### src/rtl/gpio_trig_pulse.sv
// Armed trigger-to-pulse sequencer sitting behind gpio_ctrl, with event counter and overrun flag.
// Optional trigger debounce filter enabled by defining GPIO_TRIG_DEBOUNCE_EN.
module gpio_trig_pulse #(
    parameter int GPIO_REG_WIDTH = 12,
    parameter int TRIG_BIT       = 2,
    parameter int OUT_BIT        = 0,
    parameter int CNT_WIDTH      = 16,
    parameter int DEBOUNCE_LEN   = 4
) (
    input  logic                      clk,
    input  logic                      reset,
    input  logic [GPIO_REG_WIDTH-1:0] gpio_in,
    output logic [GPIO_REG_WIDTH-1:0] gpio_out,
    input  logic                      arm,
    input  logic [CNT_WIDTH-1:0]      delay,
    input  logic [CNT_WIDTH-1:0]      width,
    input  logic                      clear,
    output logic                      busy,
    output logic                      done,
    output logic [CNT_WIDTH-1:0]      trig_count,
    output logic                      overrun
);
    typedef enum logic [1:0] {IDLE, ARMED, DELAY, PULSE} state_t;
    localparam logic [CNT_WIDTH-1:0] ONE = CNT_WIDTH'(1);

    state_t               state, state_nx;
    logic [CNT_WIDTH-1:0] cnt, cnt_nx, d_l, w_l;
    logic                 done_nx;
    logic                 trig_s, trig_q, rise;

    // Only TRIG_BIT of gpio_in drives logic; the rest is deliberately ignored.
    logic unused_in;
    assign unused_in = ^{gpio_in, DEBOUNCE_LEN > 0};

`ifdef GPIO_TRIG_DEBOUNCE_EN
    localparam int DB_W = $clog2(DEBOUNCE_LEN + 1);
    logic [DB_W-1:0] db_cnt;
    logic            trig_db;

    always_ff @(posedge clk or negedge reset) begin
        if (!reset) begin
            db_cnt  <= '0;
            trig_db <= 1'b0;
        end else if (gpio_in[TRIG_BIT] == trig_db) begin
            db_cnt  <= '0;
        end else if (db_cnt == DB_W'(DEBOUNCE_LEN - 1)) begin
            trig_db <= gpio_in[TRIG_BIT];
            db_cnt  <= '0;
        end else begin
            db_cnt  <= db_cnt + DB_W'(1);
        end
    end

    assign trig_s = trig_db;
`else
    assign trig_s = gpio_in[TRIG_BIT];
`endif

    assign rise = trig_s & ~trig_q;

    always_ff @(posedge clk or negedge reset) begin
        if (!reset) begin
            state <= IDLE;
            cnt   <= '0;
            d_l   <= '0;
            w_l   <= '0;
            done  <= 1'b0;
        end else begin
            state <= state_nx;
            cnt   <= cnt_nx;
            done  <= done_nx;
            if (state == IDLE && arm) begin
                d_l <= delay;
                w_l <= width;
            end
        end
    end

    always_comb begin
        state_nx = state;
        cnt_nx   = cnt;
        done_nx  = 1'b0;
        case (state)
            IDLE: begin
                if (arm) state_nx = ARMED;
            end
            ARMED: begin
                if (rise) begin
                    if (d_l != '0) begin
                        state_nx = DELAY;
                        cnt_nx   = d_l - ONE;
                    end else if (w_l != '0) begin
                        state_nx = PULSE;
                        cnt_nx   = w_l - ONE;
                    end else begin
                        state_nx = IDLE;
                        done_nx  = 1'b1;
                    end
                end
            end
            DELAY: begin
                if (cnt == '0) begin
                    if (w_l != '0) begin
                        state_nx = PULSE;
                        cnt_nx   = w_l - ONE;
                    end else begin
                        state_nx = IDLE;
                        done_nx  = 1'b1;
                    end
                end else begin
                    cnt_nx = cnt - ONE;
                end
            end
            PULSE: begin
                if (cnt == '0) begin
                    state_nx = IDLE;
                    done_nx  = 1'b1;
                end else begin
                    cnt_nx = cnt - ONE;
                end
            end
            default: state_nx = IDLE;
        endcase
    end

    // Outputs decode the state register directly so reset drops them asynchronously.
    always_comb begin
        gpio_out          = '0;
        gpio_out[OUT_BIT] = (state == PULSE);
        busy              = (state != IDLE);
    end

    always_ff @(posedge clk or negedge reset) begin
        if (!reset) begin
            trig_q     <= 1'b0;
            trig_count <= '0;
            overrun    <= 1'b0;
        end else begin
            trig_q <= trig_s;
            if (clear) begin
                trig_count <= '0;
                overrun    <= 1'b0;
            end else if (rise) begin
                if (trig_count != '1) trig_count <= trig_count + ONE;
                if (state == DELAY || state == PULSE) overrun <= 1'b1;
            end
        end
    end
endmodule

### config.mk
export PLATFORM = sky130hd
export DESIGN_NAME = gpio_trig_pulse
export DESIGN_NICKNAME = d
export VERILOG_FILES = /design/src/rtl/gpio_trig_pulse.sv
export SDC_FILE = /design/constraint.sdc
export NUM_CORES = 1
export LEC_CHECK = 0
export ABC_AREA = 1
export CORE_UTILIZATION = 50
export DETAILED_ROUTE_END_ITERATION = 12
export MAX_ROUTING_LAYER = met4
export PLACE_DENSITY_LB_ADDON = 0.08
export SLEW_MARGIN = 10
export SYNTH_ARGS = -nofsm -noshare
export SYNTH_HDL_FRONTEND = slang
export SYNTH_SLANG_ARGS = --single-unit
### constraint.sdc
create_clock -name clk -period 2.58 [get_ports clk]
set_input_delay 0.516 -clock clk [delete_from_list [all_inputs] [get_ports clk]]
set_output_delay 0.516 -clock clk [all_outputs]
set_load 0.005 [all_outputs]
# Word-level counts from Yosys, hierarchy flattened
# Index checks and enable logic that the tools add are counted.
# Widths: inputs -> output; s select.
[word_totals] register_bits=69 latch_bits=0 ram_bits=0 romBits=0 inputBits=48 n_memories=0
[classes] n_addsub=4 mul=0 div_mod_pow=0 order_cmp=0 eq_ne=9 shift=0 mux=25 bitwise=2 reduce_logical=15
[ops] operator="$mux 16" count=8
[ops] operator="$pmux 16 s3" count=1
[ops] operator="$sub 16x1->16 const B" count=3
[ops] operator="$reduce_bool 16->1" count=2
[ops] operator="$add 16x1->16 const B" count=1
[ops] operator="$logic_not 16->1" count=1
[ops] operator="$ne 16x16->1 const B" count=1
[ops] operator="$mux 2" count=6
[ops] operator="$mux 1" count=8
[ops] operator="$ne 2x2->1 const B" count=4
[ops] operator="$pmux 2 s4" count=1
[ops] operator="$reduce_bool 2->1" count=4
[ops] operator="$eq 2x2->1 const B" count=2
[ops] operator="$reduce_and 2->1" count=2
[ops] operator="$reduce_and 4->1" count=1
[ops] operator="$pmux 1 s3" count=1
[ops] operator="$reduce_and 3->1" count=1
[ops] operator="$reduce_bool 3->1" count=1
[ops] operator="$eq 2x1->1 const B" count=1
[ops] operator="$logic_not 2->1" count=1
[ops] operator="$ne 2x1->1 const B" count=1
[ops] operator="$and 1x1->1" count=1
[ops] operator="$logic_and 1x1->1" count=1
[ops] operator="$logic_or 1x1->1" count=1
[ops] operator="$not 1->1" count=1

# Logic depth before layout (Yosys ltp)
# Gate-level depths: netlist of the first run.
[depth] depth_word=5 depth_mapped=14 mapped_depth_nobuf=14

# Worst setup path before layout of the first run
# OpenSTA, ideal clock, no wires.
[synth_timing] kind="reg2reg" startpoint="reg trig_count[0]" endpoint="reg trig_count[6]" t_arrival_ps=1680 required_time_ps=2503 setup_slack_ps=822 stages_incl_launch_ff=11 n_path_buf=1 period_less_slack_ps=1758 cell_sequence="dfrtp_1 -> ha_1 -> nand3_2 -> nor2_2 -> nand3b_1 -> o21ai_4 -> nand2_4 -> buf_6 -> nand3_1 -> nand2_1 -> a21oi_1"
[synth_via] elab_chain_len=4 word_cells_on_any_way=7
[synth_lines] item="start, declared" line="20" source="output logic [CNT_WIDTH-1:0] trig_count,"
[synth_lines] item="start signal, assigned" line="144" source="if (trig_count != '1) trig_count <= trig_count + ONE;"
[synth_lines] item="$add 16x1->16" line="144"
[synth_lines] item="$mux 16" line="144"
[synth_lines] item="$mux 16" line="143" source="end else if (rise) begin"
[synth_lines] item="$mux 16" line="140" source="if (clear) begin"
# Several ways; a longest one is shown, not always the timed one. The select of a mux whose other input is x is not followed.
# A chain may end at the register's enable or synchronous reset.

# Final worst setup path of the first run
[layout_timing] startpoint="reg d_l[0]" endpoint="reg cnt[8]"
[layout_via] elab_chain_len=4 word_cells_on_any_way=5
[layout_lines] item="start, declared" line="27" source="logic [CNT_WIDTH-1:0] cnt, cnt_nx, d_l, w_l;"
[layout_lines] item="start signal, assigned" line="73" source="d_l <= delay;"
[layout_lines] item="$sub 16x1->16 or $reduce_bool 16->1 (tied branches)" line="91, 89"
[layout_lines] item="$mux 16 *" line="89" source="if (d_l != '0) begin"
[layout_lines] item="$mux 16 *" line="88" source="if (rise) begin"
[layout_lines] item="$pmux 16 s3 *" line="83" source="case (state)"
[layout_lines] item="end signal, assigned" line="70" source="cnt <= cnt_nx;"
[layout_lines] item="end, declared" line="27"
# Mark *: on every way between the ends. The rest lies on a longest branch, timed or not. The select of a mux whose other input is x is not followed.

==> qor.yml, run 1 <==
run_status:
  result_of_the_run: "completed"
pwr:
  power.density_cell_area_nw_per_um2: 927
  power.share.sequential: 0.374
  irDropWorstVdd_mv: 0.449
  clock_power_share: 0.161
  p_int_mw: 2.81
  combinational_power_share: 0.465
  p_sw_mw: 2.40
  power.static_leakage_nw: 2.70
  switching_share: 0.460
synthesis:
  synth-async-reset-ratio: 1.00
  post_synthesis_share_of_cell_area_spent_on_xor_and_xnor_gates: 0.0587
  synthesis.area_per_instance_sq_um: 6.81
  yosysWarnings: 0
  area_of_the_mapped_netlist_sq_um: 4780
  syn-instance-count: 701
  multiplexer_share_of_the_synthesized_area: 0.0330
  synth_top_family_by_area: "simple AND/OR/NAND/NOR gates"
  synth-adder-area-share: 0.0131
  synth_top_flop_cell: "dfrtp_1"
  synth_simple_gate_area_share: 0.368
  ys_types: 36
  synth_sequential_area_ratio: 0.362
  share_of_the_synthesized_area_in_compound_gates_ao_oa_aoi_oai: 0.0747
  synth_seq_cells: 69
  synth-edff-count: 0
floorplanning:
  floorplan.initialDensity: 0.517
  fp.dieH_um: 99.7
  row_count: 35
  die_x_um: 99.7
  fp.coreArea_sq_um: 9240
  ioPinCount: 79
  floorplan.die_area_sq_um: 9950
cts:
  cts_inserted_buffers: 9
  cts-hold-fix-buffers: 0
  clock-sinks: 69
  tritoncts: "yes"
  cts_root_buffer: "clkbuf_8"
  cts_resized: 0
  count_of_h_tree_levels_built_during_cts: 3
  postCtsSetupBuffers: 0
  max-clock-path-buffers: 2
  clk_transition_reported_paths_ps: 80
  clock_latency_ps: 360
detailed_routing:
  ant_nets: 0
  drc: 0
  wl_um: 12700
  viasPerCell: 5.27
  detail_route.first_pass.iterations: 5
  routed-via-count: 4724
  drt_iter0_drc: 229
  wire_per_inst_um: 14.2
critical_path:
  reg2reg_setup_slack_ps: 350
  setup.worst_path.start_class: "flip-flop"
  path_common_cell: "inv_1"
  crit_arrival_ps: 2480
  critical_path_required_ps: 2840
  critPathBufInv: 3
  max_stage_delay_ps: 360
  critical_path_class: "reg2reg"
  timing.critical_path.slowest_stage_cell: "dfrtp_1"
  worst_path_dominant_cell_family: "simple AND/OR/NAND/NOR gates"
  critical_path_fanout_max: 7
  kind_of_capture_point_of_the_worst_setup_path: "flip-flop"
  critical_path.reg2reg.startpoint: "d_l[0]"
  critical_path.reg2reg.endpoint: "cnt[8]"
  timing.critical_path.cells: "inv_1, ha_1, nand3_1, nor2_1, nand4_1, nand2_2, inv_1, nand2_1, nand3_1, nand2_1, inv_1"
  rr_worst_depth: 11
timing:
  finalSetupViolations: 0
  finalWorstPathRequiredPeriod_ps: 2230
  finalSetupTns_ps: 0
  fmaxAchievable_mhz: 449
  timing.final.hold_violations: 0
  finalHoldWorstSlack_ps: 193
  min_period_over_period: 0.864
  grt_setup_unrepaired: "no"
  slew-limit-headroom: 0.568
  report.final.slew_viol_count: 0
  max_slew.worst_pin.slew_ps: 646
  fin_worst_skew_ps: 16.4
cells_and_area:
  most-common-layout-cells: "nand2_1 (173), nor2_1 (148), inv_1 (71), dfrtp_1 (69), clkdlybuf4s50_1 (55)"
  final_cell_area_sq_um: 5620
  stdcell_count: 897
  nNetsFinal: 816
  layout_cell_share_with_drive_strength_beyond_1: 0.0729
  flow.area_growth_from_synthesis_pct: 17.7
  layout.cells.most_common: "nand2_1"
  num_antenna_cells: 0
placed_design:
  hpwl_um: 9740
  detailed_place.area_sq_um: 5440
  place_inst: 881
  port-buffer-count: 56
  gp_congestion: 0.928
global_routing:
  antenna_found_initial: 0
  grt_pass1_wl_um: 21700
  number_of_global_route_vias_before_repair: 4617
  global_route_congestion_overflow_total: 0
  grt_max_degree: 36
  grt.total_usage: 0.284
worst_hold_path:
  hold_path_class: "in2async"
job:
  drv.max_cap_violation_count: 0
[cell type report]
cell class,count,area (sq um)
fillers,871,3620
clock buffers,12,155
inverters,74,283
repair buffers,64,616
clock inverters,4,22.5
well taps,129,161
flip-flops and latches,69,1730
multi-input cells,545,2660
[worst register-to-register path: stages (launching register included)]
cell and delay [ps]:
dfrtp_1 360, inv_1 140, ha_1 240, nand3_1 220
nor2_1 190, nand4_1 260, nand2_2 250, inv_1 130
nand2_1 160, nand3_1 90, nand2_1 60, inv_1 30
[synthesized netlist by cell type, types with 2 or more instances]
cell / n / share of area
nand2_1: 174 / 0.14
nor2_1: 148 / 0.12
inv_1: 71 / 0.056
dfrtp_1: 69 / 0.36
nand3_1: 54 / 0.057
a21oi_1: 33 / 0.035
xor2_1: 25 / 0.046
o21ai_0: 21 / 0.022
mux2_2: 14 / 0.033
nand4_1: 14 / 0.018
buf_4: 11 / 0.017
nor3_1: 11 / 0.012
xnor2_1: 7 / 0.013
buf_2: 6 / 0.0063
ha_1: 5 / 0.013
o31ai_1: 5 / 0.0079
nand2_2: 3 / 0.0039
nand3b_1: 3 / 0.0047
nor2_2: 3 / 0.0039
buf_1: 2 / 0.0016
buf_6: 2 / 0.0047
clkbuf_1: 2 / 0.0016
inv_2: 2 / 0.0016
nand2_4: 2 / 0.0047
nor4_1: 2 / 0.0026
or2_2: 2 / 0.0026
[worst max-delay path by stage]
| stage | startpoint | endpoint | slack, ps | cells past startpoint |
|---|---|---|---|---|
| 3_5_place_dp | gpio_in[2] | cnt[7] | 360 | 10 |
| 6_report | d_l[0] | cnt[8] | 350 | 11 |
| 4_1_cts | d_l[0] | cnt[8] | 380 | 11 |
| 5_1_grt | d_l[0] | cnt[8] | 170 | 11 |
| 3_3_place_gp | gpio_in[2] | cnt[14] | 410 | 12 |
| 2_1_floorplan | trig_count[0] | trig_count[6] | 820 | 10 |
[power groups by stage]
stage	clock [mW]	combinational, mW	sequential (mW)
6_report	0.838	2.42	1.95
5_1_grt	0.895	2.76	2.02
4_1_cts	0.854	2.42	1.94
3_5_place_dp	0	2.41	1.96
3_3_place_gp	0	2.35	1.95
2_1_floorplan	0	1.84	1.81
[state kept, by name (all words and copies together), names as in the netlist]
register	flops
state	2
cnt	16
trig_q	1
overrun	1
w_l	16
d_l	16
done	1
trig_count	16
[layer usage]
metal  part of all wire  global-route usage
met5                  0                   -
met4              0.012              0.0747
met3              0.045              0.0394
met2               0.50               0.480
met1               0.45               0.357
[cell families (layout without fill, tap and decap cells)]
kind of cell    count (synthesis)  after routing
buf+inv                        97            154
mux                            14             14
xor+xnor                       32             32
other cells                     1             11
simple gates                  419            419
compound gates                 64             64
flops                          69             69
fa+ha+maj                       5              5
[per-stage QoR]
stage / worst slack, ps / total power [mW] / utilization
detailed placement: 357 / 4.37 / 0.589
global placement: 411 / 4.30 / 0.589
CTS: 382 / 5.22 / 0.608
global route: 168 / 5.67 / 0.608
finish: 351 / 5.21 / 0.608
floorplan: 822 / 3.65 / -
Power figures use the tool's default switching activity.
==> run 2, diff against run 1 <==
- CORE_UTILIZATION: 50 -> 30
==> qor.yml, run 2 (synthesized netlist as in run 1, its figures left out) <==
run_status:
  result_of_the_run: "completed"
global_routing:
  grt_max_degree: 35  # -2.8%
  grt_use_met3: 0.0447  # +0.00530
  antenna_found_initial: 0  # unchanged
  global_route_congestion_overflow_total: 0  # unchanged
  grt_use_met2: 0.287  # -0.193
  grt_pass1_wl_um: 22800  # +5.3%
  grt.total_usage: 0.188  # -0.0957
  grt-busiest-layer: "met2"
  number_of_global_route_vias_before_repair: 4391  # -4.9%
  grt.met1_usage: 0.245  # -0.112
timing:
  slew-limit-headroom: 0.492  # -0.0758
  finalWorstPathRequiredPeriod_ps: 2170  # -55.3 ps
  min_period_over_period: 0.842  # -0.0215
  fmaxAchievable_mhz: 460  # +2.5%
  grt_setup_unrepaired: "no"
  fin_worst_skew_ps: 10.1  # -6.28 ps
  worst_slack_ps: 407  # +55.3 ps
  timing.final.hold_violations: 0  # unchanged
  max_slew.worst_pin.slew_ps: 762  # +116 ps
  report.final.slew_viol_count: 0  # unchanged
  finalHoldWorstSlack_ps: 235  # +42.0 ps
  finalSetupTns_ps: 0  # unchanged
  finalSetupViolations: 0  # unchanged
cts:
  cts_resized: 0  # unchanged
  count_of_h_tree_levels_built_during_cts: 3  # unchanged
  clock_latency_ps: 340  # -20 ps
  max-clock-path-buffers: 2  # unchanged
  clk_transition_reported_paths_ps: 60  # -20 ps
  cts_inserted_buffers: 9  # unchanged
  tritoncts: "yes"
  clock-sinks: 69  # unchanged
  cts-hold-fix-buffers: 0  # unchanged
  postCtsSetupBuffers: 0  # unchanged
  cts_root_buffer: "clkbuf_16"
floorplanning:
  floorplan.initialDensity: 0.311  # -0.206
  die_x_um: 128  # +29%
  ioPinCount: 79  # unchanged
  floorplan.die_area_sq_um: 16400  # +65%
  fp.dieH_um: 128  # +29%
  row_count: 45  # +29%
  fp.coreArea_sq_um: 15400  # +66%
detailed_routing:
  wl_um: 13800  # +7.9%
  ant_nets: 0  # unchanged
  drc: 0  # unchanged
  routed-via-count: 4583  # -3.0%
  detail_route.first_pass.iterations: 5  # unchanged
  wire_per_inst_um: 14.0  # -1.5%
  viasPerCell: 4.66  # -11%
  drt_iter0_drc: 235  # +2.6%
pwr:
  irDropWorstVdd_mv: 0.461  # +2.6%
  power.density_cell_area_nw_per_um2: 956  # +3.1%
  power_mw: 5.60  # +7.5%
  power.static_leakage_nw: 2.76  # +2.5%
cells_and_area:
  most-common-layout-cells: "nand2_1 (173), nor2_1 (148), inv_1 (71), dfrtp_1 (69), clkdlybuf4s50_1 (55)"
  layout_cell_share_with_drive_strength_beyond_1: 0.0751  # +0.00221
  final_cell_area_sq_um: 5860  # +4.3%
  fillers: 1673  # +92%
  flow.area_growth_from_synthesis_pct: 22.7
  layout.cells.most_common: "nand2_1"
  num_antenna_cells: 0  # unchanged
  nNetsFinal: 820  # +0.49%
job:
  drv.max_cap_violation_count: 0  # unchanged
worst_hold_path:
  hold_path_class: "in2async"
placed_design:
  port-buffer-count: 56  # unchanged
  gp_congestion: 0.889  # -4.2%
  hpwl_um: 10700  # +10%
  placement.setup.worst_slack_ps: 292  # -64.8 ps
  detailed_place.area_sq_um: 5580  # +2.4%
critical_path:
  crit_arrival_ps: 1660  # -820 ps
  kind_of_capture_point_of_the_worst_setup_path: "output port"
  reg2reg_setup_slack_ps: 440  # +90 ps
  critical_path_fanout_max: 7  # unchanged
  critical_path_class: "reg2out"
  setup.worst_path.start_class: "flip-flop"
  critical_path_required_ps: 2060  # -780 ps
## run 2: cell count changes in the layout (fill, tap and decap cells not counted), moves of 2 or more
cell and change:
clkbuf_1 +2, clkbuf_8 -11, buf_4 +4, clkbuf_16 +9
## run 2: worst max-delay path, stage by stage, from the launching register on
cell             delay, ps
dfrtp_1                470
nor2_1                 270
inv_1                  110
clkdlybuf4s50_1        470
## run 2: path summary, 6_finish.rpt
check                                       to     startpoint  cells after the start
worst max-delay path                      busy       state[1]                      3
worst min-delay path                   w_l[10]          reset                      1
worst max register to register   trig_count[5]  trig_count[0]                      9
worst min register to register         overrun        overrun                      2
max in group asynchronous       trig_count[14]          reset                      2
min in group clk                       overrun        overrun                      2
## run 2: area by class of cell
cell class / count / area [sq um] / area share
Multi-Input combinational cell: 545 / 2660 / 0.453
Sequential cell: 69 / 1730 / 0.295
Timing Repair Buffer: 68 / 646 / 0.110
Inverter: 74 / 283 / 0.0482
Tap cell: 211 / 264 / 0.0450
Clock buffer: 12 / 236 / 0.0404
Clock inverter: 4 / 48.8 / 0.00833
## run 2: layer usage
layer  vias up  wire, um
met4         0       232
met1      2141      6620
met3        14       692
met5         -         0
li1       2337         -
met2        91      6210
## run 2: power by group
group	total (mW)	leakage, nW	internal (mW)	switching, mW
clock	1.23	0.141	0.748	0.479
combinational	2.43	1.78	0.943	1.49
sequential	1.95	0.840	1.48	0.471
## run 2: stage by stage
stage,cells,util
after floorplan,711,-
final,983,0.381
after global routing,983,0.381
after detailed placement,967,0.363
after CTS,983,0.381
after global placement,967,0.363
==> run 3, diff against run 2 <==
- clock period: 2.58 -> 1.85 ns (I/O delays scaled with it)
==> qor.yml, run 3 (synthesized netlist as in run 1, its figures left out) <==
pwr:
  power_mw: 9.28  # +66%
  irDropWorstVdd_mv: 0.583  # +27%
  power.static_leakage_nw: 3.19  # +15%
  power.density_cell_area_nw_per_um2: 1380  # +45%
job:
  drv.max_cap_violation_count: 0  # unchanged
cts:
  clk_transition_reported_paths_ps: 60  # about the same
  clock_latency_ps: 340  # about the same
  cts_root_buffer: "clkbuf_16"
  count_of_h_tree_levels_built_during_cts: 3  # unchanged
  clock-sinks: 69  # unchanged
  max-clock-path-buffers: 2  # unchanged
  cts-hold-fix-buffers: 0  # unchanged
  tritoncts: "yes"
  cts_inserted_buffers: 9  # unchanged
detailed_routing:
  drc: 0  # unchanged
  wl_um: 14600  # +6.2%
  ant_nets: 0  # unchanged
  drt_iter0_drc: 291  # +24%
  viasPerCell: 4.69  # +0.58%
  routed-via-count: 4966  # +8.4%
  wire_per_inst_um: 13.8  # -1.4%
  detail_route.first_pass.iterations: 4  # -1
placed_design:
  detailed_place.area_sq_um: 6130  # +10%
  hpwl_um: 11200  # +4.5%
  port-buffer-count: 56  # unchanged
  placement.setup.worst_slack_ps: -76.1  # -368 ps
  place_inst: 1036  # +7.1%
  gp_congestion: 0.896  # +0.83%
cells_and_area:
  nNetsFinal: 896  # +9.3%
  stdcell_count: 1059  # +7.7%
  layout_cell_share_with_drive_strength_beyond_1: 0.223  # +0.148
  most-common-layout-cells: "nand2_1 (163), nor2_1 (126), buf_4 (79), dfrtp_1 (67), inv_1 (60)"
  layout.cells.most_common: "nand2_1"
  flow.area_growth_from_synthesis_pct: 40.5
  num_antenna_cells: 0  # unchanged
  final_cell_area_sq_um: 6710  # +14%
  fillers: 1562  # -6.6%
  utilization_after_layout: 0.436  # +0.0552
critical_path:
  kind_of_capture_point_of_the_worst_setup_path: "output port"
  timing.critical_path.cells: "nand2_2, inv_2, clkdlybuf4s50_1"
  critical_path.reg2reg.endpoint: "cnt[11]"
  critical_path_class: "reg2out"
  max_stage_delay_ps: 490  # +20 ps
  timing.critical_path.slowest_stage_cell: "clkdlybuf4s50_1"
  crit_arrival_ps: 1430  # -230 ps
  critical_path.reg2reg.startpoint: "cnt[1]"
  critical_path_fanout_max: 6  # -1
  worst_path_dominant_cell_family: "buffers and inverters"
  rr_worst_depth: 13  # +4
  critical_path_required_ps: 1480  # -580 ps
  reg2reg_setup_slack_ps: 70  # -370 ps
  critPathBufInv: 2  # unchanged
  setup.worst_path.start_class: "flip-flop"
timing:
  finalSetupViolations: 0  # unchanged
  finalWorstPathRequiredPeriod_ps: 1800
  fin_worst_skew_ps: 8.37  # -1.76 ps
  fmaxAchievable_mhz: 555
  finalSetupTns_ps: 0  # unchanged
  report.final.slew_viol_count: 0  # unchanged
  min_period_over_period: 0.974
  grt_setup_unrepaired: "yes"
  finalHoldWorstSlack_ps: 54.8  # -180 ps
  worst_slack_ps: 48.1  # -359 ps
  timing.final.hold_violations: 0  # unchanged
floorplanning:
  floorplan.initialDensity: 0.311  # unchanged
  ioPinCount: 79  # unchanged
  row_count: 45  # unchanged
  fp.dieH_um: 128  # unchanged
  floorplan.die_area_sq_um: 16400  # unchanged
  die_x_um: 128  # unchanged
  fp.coreArea_sq_um: 15400  # unchanged
global_routing:
  antenna_found_initial: 0  # unchanged
  grt.total_usage: 0.198  # +0.00975
  grt_pass1_wl_um: 24300  # +6.5%
  number_of_global_route_vias_before_repair: 4827  # +9.9%
  global_route_congestion_overflow_total: 0  # unchanged
  grt_max_degree: 70  # +100%
worst_hold_path:
  hold_path_class: "in2async"
run_status:
  result_of_the_run: "completed"
-- run 3: cell count changes in the layout (fill, tap and decap cells not counted), moves of 4 or more --
cell and change:
inv_2 +10, ha_4 +4, buf_6 +5, buf_4 +67, inv_1 -11, nor2_1 -22
o21ai_0 -4, ha_1 -4, nand2_1 -10, nand2_2 +8, nor2_2 +19
-- run 3: worst max path at each step --
| stage | start | endpoint | slack, ps | cells past startpoint |
|---|---|---|---|---|
| 2_1_floorplan | trig_count[0] | trig_count[6] | 90 | 10 |
| 3_3_place_gp | gpio_in[2] | cnt[1] | -60 | 10 |
| 3_5_place_dp | gpio_in[2] | cnt[1] | -80 | 10 |
| 4_1_cts | state[0] | gpio_out[0] | 0.3 | 3 |
| 5_1_grt | cnt[1] | cnt[11] | -90 | 13 |
| 6_report | state[0] | gpio_out[0] | 50 | 3 |
-- run 3: metal layers --
metal  GRT usage  wire (um)  vias up
li1            -          -     2499
met1       0.252       6840     2352
met2       0.315       6930       99
met3      0.0434        595       16
met4      0.0547        241        0
met5           -          0        -
-- run 3: power by group --
part,total (mW),switching (mW),internal [mW]
Sequential,2.50,0.440,2.06
Combinational,5.01,2.74,2.27
Clock,1.77,0.684,1.09
Total,9.28,3.86,5.41
-- run 3: area by class of cell --
type,count,area [sq um],area share
inverter,74,285,0.0425
multi-input combinational,545,2850,0.424
timing repair buffer,144,1290,0.192
clock inverter,3,43.8,0.00653
sequential,69,1730,0.258
clock buffer,13,250,0.0373
tap,211,264,0.0394
-- run 3: timing repair --
action | 4_1_cts | 5_1_grt
setup endpoints to repair | 6 | 30
buffers inserted | 2 | 4
resized for setup | 7 | 68
pin swaps | 1 | 18
gates cloned | 0 | 1
